===== src/rtl/cardinal_nic_pkg.sv =====
// Shared constants for the cardinal ring NIC: register map, VC bit and status-bit position.
package cardinal_nic_pkg;

    localparam int DATA_WIDTH_DEFAULT = 64;
    localparam int VC_BIT             = DATA_WIDTH_DEFAULT - 1;
    localparam int STAT_BIT           = 0;

    localparam logic [1:0] ADDR_RX_BUF  = 2'b00;
    localparam logic [1:0] ADDR_RX_STAT = 2'b01;
    localparam logic [1:0] ADDR_TX_BUF  = 2'b10;
    localparam logic [1:0] ADDR_TX_STAT = 2'b11;

endpackage


===== src/rtl/nic_chan_buf.sv =====
// One-packet channel buffer with a full flag; load fills, clear empties the flag only.
module nic_chan_buf #(
    parameter int WIDTH = 64
) (
    input  logic             clk,
    input  logic             rst,
    input  logic             load,
    input  logic             clear,
    input  logic [WIDTH-1:0] d,
    output logic [WIDTH-1:0] q,
    output logic             full
);

    logic [WIDTH-1:0] data_reg;
    logic             full_reg;

    // Data is kept on clear so an empty read still returns the last packet.
    always_ff @(posedge clk or posedge rst) begin
        if (rst) begin
            data_reg <= '0;
            full_reg <= 1'b0;
        end else if (load) begin
            data_reg <= d;
            full_reg <= 1'b1;
        end else if (clear) begin
            full_reg <= 1'b0;
        end
    end

    assign q    = data_reg;
    assign full = full_reg;

endmodule


===== src/rtl/cardinal_nic.sv =====
// NIC joining a processor to a ring router PE port: rx/tx one-packet buffers behind a 4-register map.
module cardinal_nic
    import cardinal_nic_pkg::*;
#(
    parameter int DATA_WIDTH = DATA_WIDTH_DEFAULT
) (
    input  logic                  clk,
    input  logic                  rst,
    input  logic [1:0]            addr,
    input  logic [DATA_WIDTH-1:0] d_in,
    output logic [DATA_WIDTH-1:0] d_out,
    input  logic                  nicEn,
    input  logic                  nicWrEn,
    input  logic                  net_si,
    output logic                  net_ri,
    input  logic [DATA_WIDTH-1:0] net_di,
    output logic                  net_so,
    input  logic                  net_ro,
    output logic [DATA_WIDTH-1:0] net_do,
    input  logic                  net_polarity
);

    logic [DATA_WIDTH-1:0] rx_q;
    logic [DATA_WIDTH-1:0] tx_q;
    logic                  rx_full;
    logic                  tx_full;
    logic                  rd_en;
    logic                  wr_en;
    logic                  rx_load;
    logic                  rx_clear;
    logic                  tx_load;

    assign rd_en = nicEn & ~nicWrEn;
    assign wr_en = nicEn & nicWrEn;

    assign rx_load  = net_si & ~rx_full;
    assign rx_clear = rd_en & (addr == ADDR_RX_BUF);
    // tx_full is sampled before the edge, so a write racing a drain is dropped.
    assign tx_load  = wr_en & (addr == ADDR_TX_BUF) & ~tx_full;

    nic_chan_buf #(.WIDTH(DATA_WIDTH)) u_rx (
        .clk   (clk),
        .rst   (rst),
        .load  (rx_load),
        .clear (rx_clear),
        .d     (net_di),
        .q     (rx_q),
        .full  (rx_full)
    );

    nic_chan_buf #(.WIDTH(DATA_WIDTH)) u_tx (
        .clk   (clk),
        .rst   (rst),
        .load  (tx_load),
        .clear (net_so),
        .d     (d_in),
        .q     (tx_q),
        .full  (tx_full)
    );

    assign net_ri = ~rx_full;
    // Inject only on the VC the router currently allows (VC bit must differ from polarity).
    assign net_so = tx_full & net_ro & (tx_q[DATA_WIDTH-1] != net_polarity);
    assign net_do = tx_full ? tx_q : '0;

    always_comb begin
        d_out = '0;
        if (rd_en) begin
            case (addr)
                ADDR_RX_BUF:  d_out = rx_q;
                ADDR_RX_STAT: d_out[STAT_BIT] = rx_full;
                ADDR_TX_STAT: d_out[STAT_BIT] = tx_full;
                default:      d_out = '0;
            endcase
        end
    end

endmodule


===== config.mk =====
export PLATFORM = sky130hd
export DESIGN_NAME = cardinal_nic
export DESIGN_NICKNAME = d
export VERILOG_FILES = /design/src/rtl/cardinal_nic_pkg.sv /design/src/rtl/nic_chan_buf.sv /design/src/rtl/cardinal_nic.sv
export SDC_FILE = /design/constraint.sdc
export NUM_CORES = 1
export LEC_CHECK = 0
export BUFFER_PORTS_ARGS = -buffer_cell sky130_fd_sc_hd__buf_2
export CORE_ASPECT_RATIO = 1.5
export CORE_UTILIZATION = 48
export DETAILED_ROUTE_END_ITERATION = 7
export HOLD_SLACK_MARGIN = 0.03
export PLACE_DENSITY = 0.81
export RECOVER_POWER = 50
export SLEW_MARGIN = 20
export SYNTH_ARGS = -nofsm -noshare
export SYNTH_HDL_FRONTEND = slang
export SYNTH_HIERARCHICAL = 1
export SYNTH_SLANG_ARGS = --single-unit

===== constraint.sdc =====
create_clock -name clk -period 2.5 [get_ports clk]
set_clock_uncertainty 0.2 [all_clocks]
set_input_delay 0.125 -clock clk [delete_from_list [all_inputs] [get_ports clk]]
set_output_delay 0.125 -clock clk [all_outputs]
set_load 0.05 [all_outputs]

# Word-level counts from Yosys, hierarchy flattened
# Cells that the tools add are included.
# op_classes
shifts	0
n_reduce_logical	3
n_lt_le_gt_ge	0
add_sub_neg	0
eq_ne	4
bitwise	11
mul	0
mux	8
div_mod_pow	0
# op_table
operator	n
$mux W64	2
$mux W63	1
$and A1 B1 Y1	8
$eq A2 B2 Y1 const B	2
$mux W1	4
$reduce_bool A2 Y1	2
$not A1 Y1	3
$pmux W1 S3	1
$eq A2 B1 Y1 const B	1
$logic_not A2 Y1	1
$ne A1 B1 Y1	1
# totals
mem_bits_ro	0
latch_bits	0
n_memories	0
in_bits	137
out_inout_bits	130
elab_cells	30
ff_bits	130
ram_bits	0

# Logic depth before layout (Yosys ltp)
# Gate-level depths: netlist of run 1.
# logic_depth
depth_word	5
depth_mapped	5
ltp_nobuf	4

# Modules after synthesis
# Netlist of run 1, hierarchy kept.
# by_module_without_submodules
module	area_per_inst_um2	n_inst	cells_each	seq_area_each_um2
nic_chan_buf	2618.8	2	139	1626.6
cardinal_nic	945.9	1	152	0.0

# Worst setup path before layout of run 1
# Ideal clock, no wire load.
# synth_path
path_kind	register to output
startpoint	register u_tx.full_reg, in the netlist u_tx/full
endpoint	output d_out[0]
setup_slack_ns	-0.743
n_path_buf	0
arrival_time_ns	2.918
required_time_ns	2.175
stages_incl_launch_ff	3
cell_sequence	dfrtp_1 > a21boi_0 > a2111oi_0
# synth_via
elab_chain_cells	2
# synth_rtl
item	line_no	source
start: declaration	nic_chan_buf.sv:15	logic full_reg;
start signal: assignment	nic_chan_buf.sv:21	full_reg <= 1'b0;
start signal: assignment	nic_chan_buf.sv:24	full_reg <= 1'b1;
start signal: assignment	nic_chan_buf.sv:26	full_reg <= 1'b0;
$pmux W1 S3	cardinal_nic.sv:69	case (addr)
$mux W64	cardinal_nic.sv:68	if (rd_en) begin
end: declaration	cardinal_nic.sv:11	output logic [DATA_WIDTH-1:0] d_out,
# Every way passes these cells.

# Worst setup path in the final report of run 1
# layout_path
startpoint	register u_tx.full_reg, in the netlist u_tx/full
endpoint	output net_so
# layout_via
elab_chain_cells	2
# layout_rtl
item	line_no	source
$and A1 B1 Y1 (2 in a row)	cardinal_nic.sv:63	assign net_so = tx_full & net_ro & (tx_q[DATA_WIDTH-1] != net_polarity);
end: declaration	cardinal_nic.sv:17	output logic net_so,
# Every way passes these cells.

==> results of run 1 <==
==> worst min-delay path by stage <==
stage,end,slack (ps)
after global placement,u_tx/q[58],110
after CTS,u_tx/full,70
after detailed placement,u_tx/q[60],120
after global routing,u_tx/full,130
final,u_tx/full,140
after floorplan,u_rx/q[0],70
==> metrics by stage <==
| step | power, mW | setup WS [ps] | instance area [um^2] |
|---|---|---|---|
| floorplan | 7.42 | 549 | 6190 |
| global placement | 8.29 | 679 | 7610 |
| detailed placement | 8.47 | 631 | 7610 |
| CTS | 11.4 | 388 | 9560 |
| global route | 11.5 | 186 | 9360 |
| finish | 11.1 | 395 | 9360 |
==> where the power goes <==
group | internal (mW) | total (mW) | switching (mW)
clock network | 1.80 | 2.74 | 0.938
registers | 3.17 | 3.82 | 0.650
logic | 1.77 | 4.51 | 2.74
==> cell type report <==
type / instances / area (um^2) / share of cell area
tap: 156 / 195 / 0.0209
sequential: 130 / 3250 / 0.348
timing repair buffer: 404 / 2700 / 0.288
clock inverter: 12 / 206 / 0.0221
inverter: 7 / 26.3 / 0.00281
clock buffer: 19 / 443 / 0.0473
multi-input combinational: 266 / 2540 / 0.271
==> worst reg2reg max path: stages, from the launching register on <==
cell and delay (ps):
dfrtp_1 450, nor2b_4 120, clkbuf_4 740, mux2_1 460
==> cell families (layout without fill, tap and decap cells) <==
family / after synthesis / in the layout / synth area share
xor+xnor: 1 / 1 / 0.00142
buf+inv: 34 / 442 / 0.0372
flops: 130 / 130 / 0.526
simple gates: 132 / 132 / 0.136
compound gates: 4 / 4 / 0.00506
mux: 129 / 129 / 0.294
==> metal layers <==
metal / wire (um) / global-route usage / share of wire / vias up
met5: 0 / 0 / 0 / -
met4: 515 / 0.126 / 0.028 / 0
met3: 1280 / 0.0777 / 0.070 / 46
met2: 9600 / 0.496 / 0.53 / 240
met1: 6860 / 0.303 / 0.38 / 2408
li1: - / - / - / 2216
==> placed cells by master (no fill, tap or decap) <==
cell           instances
dfrtp_1              130
bufinv_16              5
clkbuf_2               1
clkbuf_1               4
mux2i_1                1
nand2_1                1
nor2b_4                1
clkinv_1               1
inv_1                  6
nor4b_4                1
and3_1                 1
and2_1               127
mux2_4                49
a21o_1                 2
a2111oi_2              1
clkbuf_4               1
mux2_1                49
buf_12                 1
clkbuf_16             17
buf_4                  4
buf_2                264
clkinvlp_4             4
a21boi_0               1
mux2_2                30
inv_6                  1
xor2_1                 1
nor4_2                 1
clkbuf_8               1
dlygate4sd3_1        130
clkinv_4               2
==> run_results.csv, run 1 <==
group,metric,value,unit
sta,worst_pin_slew,1610,ps
flow_run,drv_cap,1,
clocking,cts_tree,"yes",
grt,grt_pass1_wl,28.0,mm
grt,grt_usage,0.280,
critical_path,reg2reg_depth,3,
synth,synth_cells,430,
critical_path,arrival,1780,ps
synth,post-synth-top-count-cell,"dfrtp_1",
die,coreArea,12500,um^2
sta,rsz0062_at_grt,"no",
synth,yosysUniqueCellTypes,20,
finish,fin_cells,994,
die,die_h,141,um
critical_path,critPathMaxFanout,66,
clocking,clockBufferDepth,2,
critical_path,reg2reg_from,"u_rx/full",
hold_path,holdCritPathClass,"input pin to register",
routing,drc,0,
synth,synth_edf_count,0,
grt,antenna_found_initial,0,
synth,synthFlopType,"dfrtp_1",
sta,hold_viol_final,0,
critical_path,critical_path.top_delay_family,"buffers and inverters",
sta,fin_setup_tns,0,ps
place,placed_cells,833,
critical_path,required,2170,ps
sta,period_share,0.842,
critical_path,cpPeakStageDelay,440,ps
power,ir_worst_vdd,0.593,mV
sta,setup_viol,0,
clocking,clkTransAtPathRegs,50,ps
critical_path,worstSetupStartpointType,"register",
place,hpwl,10.4,mm
die,start_util,0.494,
power,power_density,1180,nW/um^2
synth,synth_top_area_share,0.526,
critical_path,crit_type,"register to output pin",
hold_path,min_path_cells,5,
die,die_x,94.7,um
finish,drive_above_1_share,0.458,
sta,clock.fmax,475,MHz
place,gp_congestion,0.762,
clocking,root_buffer,"clkbuf_16",
clocking,clock_latency,410,ps
routing,wl,18.2,mm
sta,period_minus_slack,2110,ps
critical_path,ff2ff_setup_slack,410,ps
finish,fillers,781,
critical_path,endpoint_kind,"output pin",
die,ios,267,
die,die-area,13300,um^2
routing,drtPass1Iterations,4,
place,port_buffers,266,
synth,synth_area_leader_cell,"dfrtp_1",
clocking,holdBufCountCts,130,
status,outcome,"finished, violations left",
synth,synthArstFlopShare,1.00,
critical_path,endpoint,"net_so",
critical_path,path_buf_inv,2,
routing,avgViaCountPerCell,4.94,
routing,post_drt_wl_per_cell,18.4,um
clocking,cts.sinks,130,
critical_path,r2r_end,"u_rx/q[62]",
synth,synth-seq-cells,130,
routing,drt_iter0_drc,108,
clocking,cts_resized,0,
routing,vias,4910,
finish,final_core_util,0.748,
die,rows,50,
grt,grt_pass1_vias,5451,
finish,nNetsFinal,963,
synth,syn_area,6180,um^2
clocking,htreeDepth,4,
grt,gr-total-overflow,0,
clocking,numCtsBuffers,17,
power,leakagePower,4.73,nW
synth,ys_seq_area_frac,0.526,
status,violations,"max-capacitance violations, max-slew violations",
finish,areaGrowthSynthToFinish,51.3,%
critical_path,startpoint,"u_tx/full",
critical_path,path_depth,3,
critical_path,path_cells,"buf_4, and3_1, buf_2",
grt,grt_max_degree,67,
finish,num_antenna_cells,0,
synth,synthTopCellsByCount,"dfrtp_1, and2_1, mux2_4",
sta,slew_violations,66,
sta,max-slew-margin-rel,-0.0757,
synth,syn_area_per_cell,14.4,um^2
critical_path,cp_slowest_cell,"buf_4",
sta,whs,140,ps
synth,ys_warn_count,6,
synth,syn_nets,567,
routing,antenna_left,0,
clocking,post_cts_buffers,0,
hold_path,min_from,"net_polarity",
synth,ys_top_cells_by_area,"dfrtp_1, mux2_4, and2_1",
(Power assumes the default switching activity.)
==> inputs of run 2 (changes only) <==
==> constraint.sdc (replaced) <==
create_clock -name clk -period 2.1 [get_ports clk]
set_clock_uncertainty 0.2 [all_clocks]
set_input_delay 0.105 -clock clk [delete_from_list [all_inputs] [get_ports clk]]
set_output_delay 0.105 -clock clk [all_outputs]
set_load 0.05 [all_outputs]
==> run_results.csv, run 2 (same netlist as run 1, synthesis figures left out) <==
group,metric,value,unit
die,ios,267,
critical_path,critPathMaxFanout,29,
routing,post_drt_wl_per_cell,18.7,um
clocking,cts.sinks,130,
power,ir_worst_vdd,0.669,mV
place,hpwl,10.3,mm
place,gp_congestion,0.801,
critical_path,endpoint_kind,"register",
power,leakagePower,4.82,nW
die,coreArea,12500,um^2
finish,layout_commonest_cell,"buf_2",
routing,drt_iter0_drc,136,
critical_path,arrival,2100,ps
grt,gr-total-overflow,0,
sta,max-slew-margin-rel,0.421,
grt,antenna_found_initial,1,
critical_path,crit_type,"register to register",
die,die_x,94.7,um
clocking,post_cts_buffers,0,
routing,avgViaCountPerCell,4.98,
grt,grt_pass1_vias,5660,
clocking,clkTransAtPathRegs,50,ps
critical_path,path_cells,"nor2b_4, buf_2, mux2_1",
finish,nNetsFinal,964,
clocking,htreeDepth,4,
sta,worst_slack,57.1,ps
clocking,clock_latency,400,ps
critical_path,cpPeakStageDelay,680,ps
routing,wl,18.6,mm
finish,areaGrowthSynthToFinish,53.1,%
critical_path,required,2160,ps
sta,slew_violations,0,
sta,period_share,0.973,
grt,grt_pass1_wl,29.0,mm
place,pre_cts_ws,222,ps
sta,rsz0062_at_grt,"yes",
sta,hold_viol_final,0,
power,power_density,1410,nW/um^2
die,start_util,0.494,
sta,clock.fmax,489,MHz
clocking,cts_tree,"yes",
place,port_buffers,266,
clocking,numCtsBuffers,17,
routing,drtPass1Iterations,4,
sta,fin_setup_tns,0,ps
finish,fin_cells,996,
finish,fillers,769,
sta,worst_pin_slew,868,ps
critical_path,worstSetupStartpointType,"register",
die,die_h,141,um
critical_path,cp_slowest_cell,"buf_2",
hold_path,holdCritPathClass,"input pin to register",
flow_run,drv_cap,0,
routing,antenna_left,0,
finish,seq_area,3250,um^2
place,placed_cells,834,
finish,final_cell_mix,"buf_2, dlygate4sd3_1, dfrtp_1, and2_1, mux2_4",
sta,setup_viol,0,
clocking,clockBufferDepth,2,
status,outcome,"finished clean",
die,rows,50,
grt,grt_usage,0.287,
sta,period_minus_slack,2040,ps
routing,drc,0,
grt,grt_max_degree,66,
clocking,root_buffer,"clkbuf_16",
finish,multi_input_area,2620,um^2
finish,drive_above_1_share,0.490,
routing,vias,4958,
die,die-area,13300,um^2
## run 2: where the power goes
part           switching [mW]  internal (mW)
Sequential              0.780           3.77
Combinational            3.33           2.36
Clock                    1.08           2.05
## run 2: layout make-up
class / instances / area share
antenna: 1 / 0.000264
clock buffer: 19 / 0.0478
clock inverter: 12 / 0.0190
inverter: 7 / 0.00278
multi-input combinational: 266 / 0.277
sequential: 130 / 0.344
tap: 156 / 0.0206
timing repair buffer: 405 / 0.289
## run 2: worst paths after layout
check / cells past startpoint / from / slack (ps) / endpoint
max: 3 / u_rx/full / 60 / u_rx/q[51]
max in group asynchronous: 4 / rst / 740 / u_rx/full
min in group asynchronous: 4 / rst / 350 / u_tx/q[60]
min reg2reg: 1 / u_rx/q[8] / 290 / u_rx/q[8]
min: 5 / net_polarity / 90 / u_tx/full
max reg2reg: 3 / u_rx/full / 60 / u_rx/q[51]
## run 2: per-layer routing
| layer | GRT usage | vias to the layer above | wire [um] |
|---|---|---|---|
| met5 | 0 | - | 0 |
| met4 | 0.150 | 0 | 775 |
| met3 | 0.0744 | 64 | 1270 |
| met2 | 0.508 | 255 | 9660 |
| met1 | 0.307 | 2426 | 6930 |
| li1 | - | 2213 | - |
## run 2: stage by stage
stage	utilization	power, mW	instance area [um^2]	hold slack, ps
floorplan	-	8.84	6190	53.0
global placement	0.613	9.88	7670	5.08
detailed placement	0.613	10.1	7670	14.4
CTS	0.768	13.5	9610	48.1
global route	0.757	14.0	9470	119
finish	0.757	13.4	9470	95.0
## run 2: repair_timing
item                                    4_1_cts  5_1_grt
endpoints found under the setup margin       51       49
gates cloned                                  0        0
pin swaps                                     1        0
hold endpoints to repair                    259        0
resized for setup                             3        2
hold buffers                                130        0
## run 2: worst max-delay path: cells and delay by family, from the launching register on
family	cells	cell delay, ps
buffers and inverters	1	680
DFF	1	460
muxes	1	440
and+or+nand+nor	1	120
